--- src/rtl/vga_coord_gen.sv ---
`default_nettype none
// ============================================================================
// Module      : vga_coord_gen
// Description : Maps raw VGA sync counters to clamped active-area pixel
//               coordinates with active/line/frame strobes, power-of-two
//               downscaling, tile decomposition and configurable latency.
//               Optional frame counter enabled by VGA_COORD_FRAME_CNT_EN.
// Revision    : 1.0 - initial release
// ============================================================================
module vga_coord_gen #(
    parameter int CNT_W       = 10,
    parameter int H_START     = 144,
    parameter int H_ACTIVE    = 640,
    parameter int V_START     = 35,
    parameter int V_ACTIVE    = 480,
    parameter int SCALE_SHIFT = 0,
    parameter int TILE_SHIFT  = 3,
    parameter int LATENCY     = 2
`ifdef VGA_COORD_FRAME_CNT_EN
   ,parameter int FRAME_W     = 8
`endif
) (
    input  logic                                       clk,
    input  logic                                       rst_n,
    input  logic [CNT_W-1:0]                           hcount,
    input  logic [CNT_W-1:0]                           vcount,
    output logic [CNT_W-1:0]                           xcoor,
    output logic [CNT_W-1:0]                           ycoor,
    output logic [CNT_W-1:0]                           xs,
    output logic [CNT_W-1:0]                           ys,
    output logic [CNT_W-1:0]                           tile_x,
    output logic [CNT_W-1:0]                           tile_y,
    output logic [((TILE_SHIFT > 0) ? TILE_SHIFT : 1)-1:0] sub_x,
    output logic [((TILE_SHIFT > 0) ? TILE_SHIFT : 1)-1:0] sub_y,
    output logic                                       active,
    output logic                                       line_start,
    output logic                                       frame_start
`ifdef VGA_COORD_FRAME_CNT_EN
   ,output logic [FRAME_W-1:0]                         frame_cnt
`endif
);

    localparam logic [CNT_W-1:0] c_H_START = CNT_W'(H_START);
    localparam logic [CNT_W-1:0] c_H_END   = CNT_W'(H_START + H_ACTIVE);
    localparam logic [CNT_W-1:0] c_H_MAX   = CNT_W'(H_ACTIVE - 1);
    localparam logic [CNT_W-1:0] c_V_START = CNT_W'(V_START);
    localparam logic [CNT_W-1:0] c_V_END   = CNT_W'(V_START + V_ACTIVE);
    localparam logic [CNT_W-1:0] c_V_MAX   = CNT_W'(V_ACTIVE - 1);

    logic [CNT_W-1:0] w_x;
    logic [CNT_W-1:0] w_y;
    logic             w_h_in;
    logic             w_v_in;
    logic             w_active;
    logic             w_line_start;
    logic             w_frame_start;

    // Out-of-window counters clamp to the nearest edge instead of wrapping
    always_comb begin
        w_h_in        = (hcount >= c_H_START) && (hcount < c_H_END);
        w_v_in        = (vcount >= c_V_START) && (vcount < c_V_END);
        w_active      = w_h_in && w_v_in;
        w_line_start  = (hcount == c_H_START) && w_v_in;
        w_frame_start = (hcount == c_H_START) && (vcount == c_V_START);

        if (hcount < c_H_START) begin
            w_x = '0;
        end else if (hcount >= c_H_END) begin
            w_x = c_H_MAX;
        end else begin
            w_x = hcount - c_H_START;
        end

        if (vcount < c_V_START) begin
            w_y = '0;
        end else if (vcount >= c_V_END) begin
            w_y = c_V_MAX;
        end else begin
            w_y = vcount - c_V_START;
        end
    end

    logic [CNT_W-1:0]   r_x [LATENCY];
    logic [CNT_W-1:0]   r_y [LATENCY];
    logic [LATENCY-1:0] r_active;
    logic [LATENCY-1:0] r_line_start;
    logic [LATENCY-1:0] r_frame_start;

    // Stage 0 captures the decoded sample; later stages are pure delay
    always_ff @(posedge clk) begin
        if (!rst_n) begin
            for (int i = 0; i < LATENCY; i++) begin
                r_x[i] <= '0;
                r_y[i] <= '0;
            end
            r_active      <= '0;
            r_line_start  <= '0;
            r_frame_start <= '0;
        end else begin
            r_x[0]           <= w_x;
            r_y[0]           <= w_y;
            r_active[0]      <= w_active;
            r_line_start[0]  <= w_line_start;
            r_frame_start[0] <= w_frame_start;
            for (int i = 1; i < LATENCY; i++) begin
                r_x[i]           <= r_x[i-1];
                r_y[i]           <= r_y[i-1];
                r_active[i]      <= r_active[i-1];
                r_line_start[i]  <= r_line_start[i-1];
                r_frame_start[i] <= r_frame_start[i-1];
            end
        end
    end

    assign xcoor       = r_x[LATENCY-1];
    assign ycoor       = r_y[LATENCY-1];
    assign active      = r_active[LATENCY-1];
    assign line_start  = r_line_start[LATENCY-1];
    assign frame_start = r_frame_start[LATENCY-1];

    assign xs     = xcoor >> SCALE_SHIFT;
    assign ys     = ycoor >> SCALE_SHIFT;
    assign tile_x = xs >> TILE_SHIFT;
    assign tile_y = ys >> TILE_SHIFT;

    generate
        if (TILE_SHIFT == 0) begin : g_sub_none
            assign sub_x = '0;
            assign sub_y = '0;
        end else begin : g_sub_mask
            assign sub_x = xs[TILE_SHIFT-1:0];
            assign sub_y = ys[TILE_SHIFT-1:0];
        end
    endgenerate

`ifdef VGA_COORD_FRAME_CNT_EN
    logic [FRAME_W-1:0] r_frame_cnt;

    // Counts the output-aligned pulse, so the pulse cycle still shows the old value
    always_ff @(posedge clk) begin
        if (!rst_n) begin
            r_frame_cnt <= '0;
        end else if (frame_start) begin
            r_frame_cnt <= r_frame_cnt + FRAME_W'(1);
        end
    end

    assign frame_cnt = r_frame_cnt;
`endif

endmodule
`default_nettype wire

--- config.mk ---
export PLATFORM = sky130hd
export DESIGN_NAME = vga_coord_gen
export DESIGN_NICKNAME = d
export VERILOG_FILES = /design/src/rtl/vga_coord_gen.sv
export SDC_FILE = /design/constraint.sdc
export NUM_CORES = 1
export LEC_CHECK = 0
export ABC_AREA = 1
export ABC_CLOCK_PERIOD_IN_PS = 2800
export BUFFER_PORTS_ARGS = -buffer_cell sky130_fd_sc_hd__buf_2
export CELL_PAD_IN_SITES_DETAIL_PLACEMENT = 2
export CELL_PAD_IN_SITES_GLOBAL_PLACEMENT = 2
export CORE_AREA = 2 2 93 95
export CTS_BUF_LIST = sky130_fd_sc_hd__clkbuf_16
export DETAILED_ROUTE_END_ITERATION = 16
export DIE_AREA = 0 0 95 97
export PLACE_DENSITY_LB_ADDON = 0.1
export SLEW_MARGIN = 30
export SYNTH_ARGS = -nofsm -noshare
export SYNTH_HDL_FRONTEND = slang
export SYNTH_SLANG_ARGS = --single-unit
--- constraint.sdc ---
create_clock -name clk -period 2.8 [get_ports clk]
set_clock_uncertainty 0.05 [all_clocks]
set_input_delay 0.42 -clock clk [delete_from_list [all_inputs] [get_ports clk]]
set_output_delay 0.42 -clock clk [all_outputs]
set_load 0.05 [all_outputs]
==> metrics.yaml <==
clock_tree:
  cts_made_buffers: 5
  cts_tree: "yes"
  cts_sinks: 46
  clock_path_buffers: 2
  clk_latency_ns: 0.28
  htreeDepth: 2
  cts_setup_buffers: 0
  post_cts_resized: 0
  cts_hold_buf: 0
  cts-root-buf: "clkbuf_16"
  cts.clk_slew.worst_paths_ns: 0.06
sta:
  worst_slew_pin_slew_ns: 0.540
  fin_tns_setup_ns: 0
  rsz0062_at_grt: "false"
  maxSlewViolCount: 0
  finalCriticalPeriod_ns: 1.66
  setup_viol: 0
  relSlewSlack_pct: 64.0
  fmax_mhz: 604
  fin_crit_sh_pct: 59.2
  hold_violations: 0
grt:
  grt_pass1_wl_mm: 7.89
  grt_max_degree: 27
  grt_use_total_pct: 11.0
  overflow: 0
  grt_antenna_before_repair: 0
  grt_pass1_vias: 1654
cells_and_area:
  final_area_um2: 2410
  num_antenna_cells: 0
  syn_to_final_growth_pct: 8.39
  drive_gt1_share_pct: 33.7
  fin_cells: 417
  final_util_pct: 29.6
  final_nets: 336
critical_path:
  cp_max_fo: 11
  cpPeakStageDelay_ns: 0.46
  r2r-end: "r_x[0][16]"
  r2r_start: "r_x[0][6]"
  crit_start: "vcount[0]"
  crit_chain: "buf_2, ha_1, nor2_2, nand2_2, o21bai_2, nand2_1, nor2_1, nor2_1"
  crit_required_ns: 2.93
  reg2reg_depth: 2
  regToRegSetupSlack_ns: 2.25
  critPathKind: "input port to register"
  critPathLaunchType: "input port"
  endpoint_kind: "register"
  crit_path_frequent_cell: "nor2_1"
  crit_slowest_cell: "o21bai_2"
  cp-endpoint: "r_y[0][7]"
  critPathArrivalTime_ns: 1.78
synth:
  syn_area_per_cell_um2: 7.80
  synth-seq-cells: 46
  synth_top_area_share_pct: 41.4
  synth.most_common_cell: "buf_4"
  synth_edf_count: 0
  synthFlopType: "dfxtp_1"
  syn_inst: 285
  synth_commonest_cells: "buf_4 (67), inv_1 (48), nand2_1 (48), dfxtp_1 (46), nor2_1 (18)"
  async_reset_ff_share_pct: 0
  synth.area.top_cells: "dfxtp_1 (41%), buf_4 (23%), inv_1 (8.1%)"
  synth_top_cell_by_area: "dfxtp_1"
  yosysUniqueCellTypes: 26
  ys_warn_count: 0
  ys_seq_area_share_pct: 41.4
  syn_area_um2: 2220
floorplan:
  io_pins: 91
  initial_core_util_pct: 27.3
  die_x_um: 95
  core.rowCount: 33
  die_y_um: 97
  coreArea_um2: 8130
  dieArea_um2: 9220
place:
  placed_area_um2: 2270
  port_buffers: 84
  gp_congestion: 0.723
  dp.cells: 409
  hpwl_mm: 3.76
drt:
  drt-pass1-iter-count: 4
  drt_iter0_markers: 14
  drt_wl_total_mm: 4.72
  drc: 0
  vias_per_cell: 3.92
  routed-via-count: 1635
  wl_per_cell_um: 11.3
  antenna_left: 0
hold_path:
  min_path_type: "input port to register"
pwr:
  power.leakage_nw: 1.49
  p_per_area_nw_per_um2: 670
  peakVddDrop_uv: 255
  total_power_w: 0.00161
job:
  maxCapViolations: 0
run_status:
  status: "completed"
[registers in the layout, indices dropped and copies added, names as in the netlist]
| register | flops |
|---|---|
| r_line_start | 2 |
| r_frame_start | 2 |
| r_active | 2 |
| r_x | 20 |
| r_y | 20 |
[logic make-up after synthesis]
logic type	share of synthesized area (%)
compound gates	5.57
xor+xnor	1.18
fa+ha+maj	1.69
buf+inv	32.2
flops	41.4
other cells	0.169
simple gates	17.8
[placed cells by master (no fill, tap or decap), drive strengths merged]
cell type,n
buf,84
nand2,55
inv,51
dfxtp,46
nor2,20
nand3,9
o21ai,9
a21oi,6
conb,6
clkbuf,5
xor2,3
a31oi,3
ha,3
clkinv,3
nor3,2
o21bai,2
nand4,2
nand3b,1
nor3b,1
a21boi,1
[worst max-delay path: cells and delay by family]
family / cells / cell delay, ns
and+or+nand+nor: 5 / 0.53
AOI/OAI and AO/OA: 1 / 0.46
adders and majority gates: 1 / 0.25
buffers and inverters: 1 / 0.11
[area by class of cell]
| cell class | instances | area (um2) |
|---|---|---|
| timing repair buffer | 84 | 420 |
| multi-input combinational | 123 | 606 |
| tap | 105 | 131 |
| sequential | 46 | 921 |
| fill | 1018 | 5730 |
| inverter | 51 | 193 |
| clock buffer | 5 | 125 |
| clock inverter | 3 | 12.5 |
[metrics by stage]
step / hold slack (ns) / setup WS, ns
2_1_floorplan: 0.340 / 1.38
3_3_place_gp: 0.344 / 0.914
3_5_place_dp: 0.355 / 0.851
4_1_cts: 0.296 / 1.15
5_1_grt: 0.317 / 0.999
6_report: 0.299 / 1.14
[power by group]
part | switching [W] | internal [W] | total (W)
sequential | 0.0000143 | 0.000693 | 0.000707
combinational | 0.000272 | 0.0000736 | 0.000346
clock | 0.000238 | 0.000323 | 0.000561
total | 0.000525 | 0.00109 | 0.00161
[routing by layer]
metal,routed length [um],vias to the layer above,global-route usage (%)
li1,-,824,-
met1,2110,751,13.2
met2,2240,55,18.7
met3,297,5,2.88
met4,75,0,3.68
met5,0,-,0
[how the worst min path moves through the flow]
stage | start | endpoint | slack [ns] | cells after the start
after global placement | r_x[0][0] | r_x[0][10] | 0.34 | 2
after floorplan | r_active[0] | r_active[1] | 0.34 | 2
final | vcount[0] | r_y[0][0] | 0.30 | 2
after detailed placement | r_x[0][5] | r_x[0][15] | 0.35 | 2
after CTS | vcount[0] | r_y[0][0] | 0.30 | 2
after global routing | vcount[0] | r_y[0][0] | 0.32 | 2
Power figures use the tool's default switching activity.
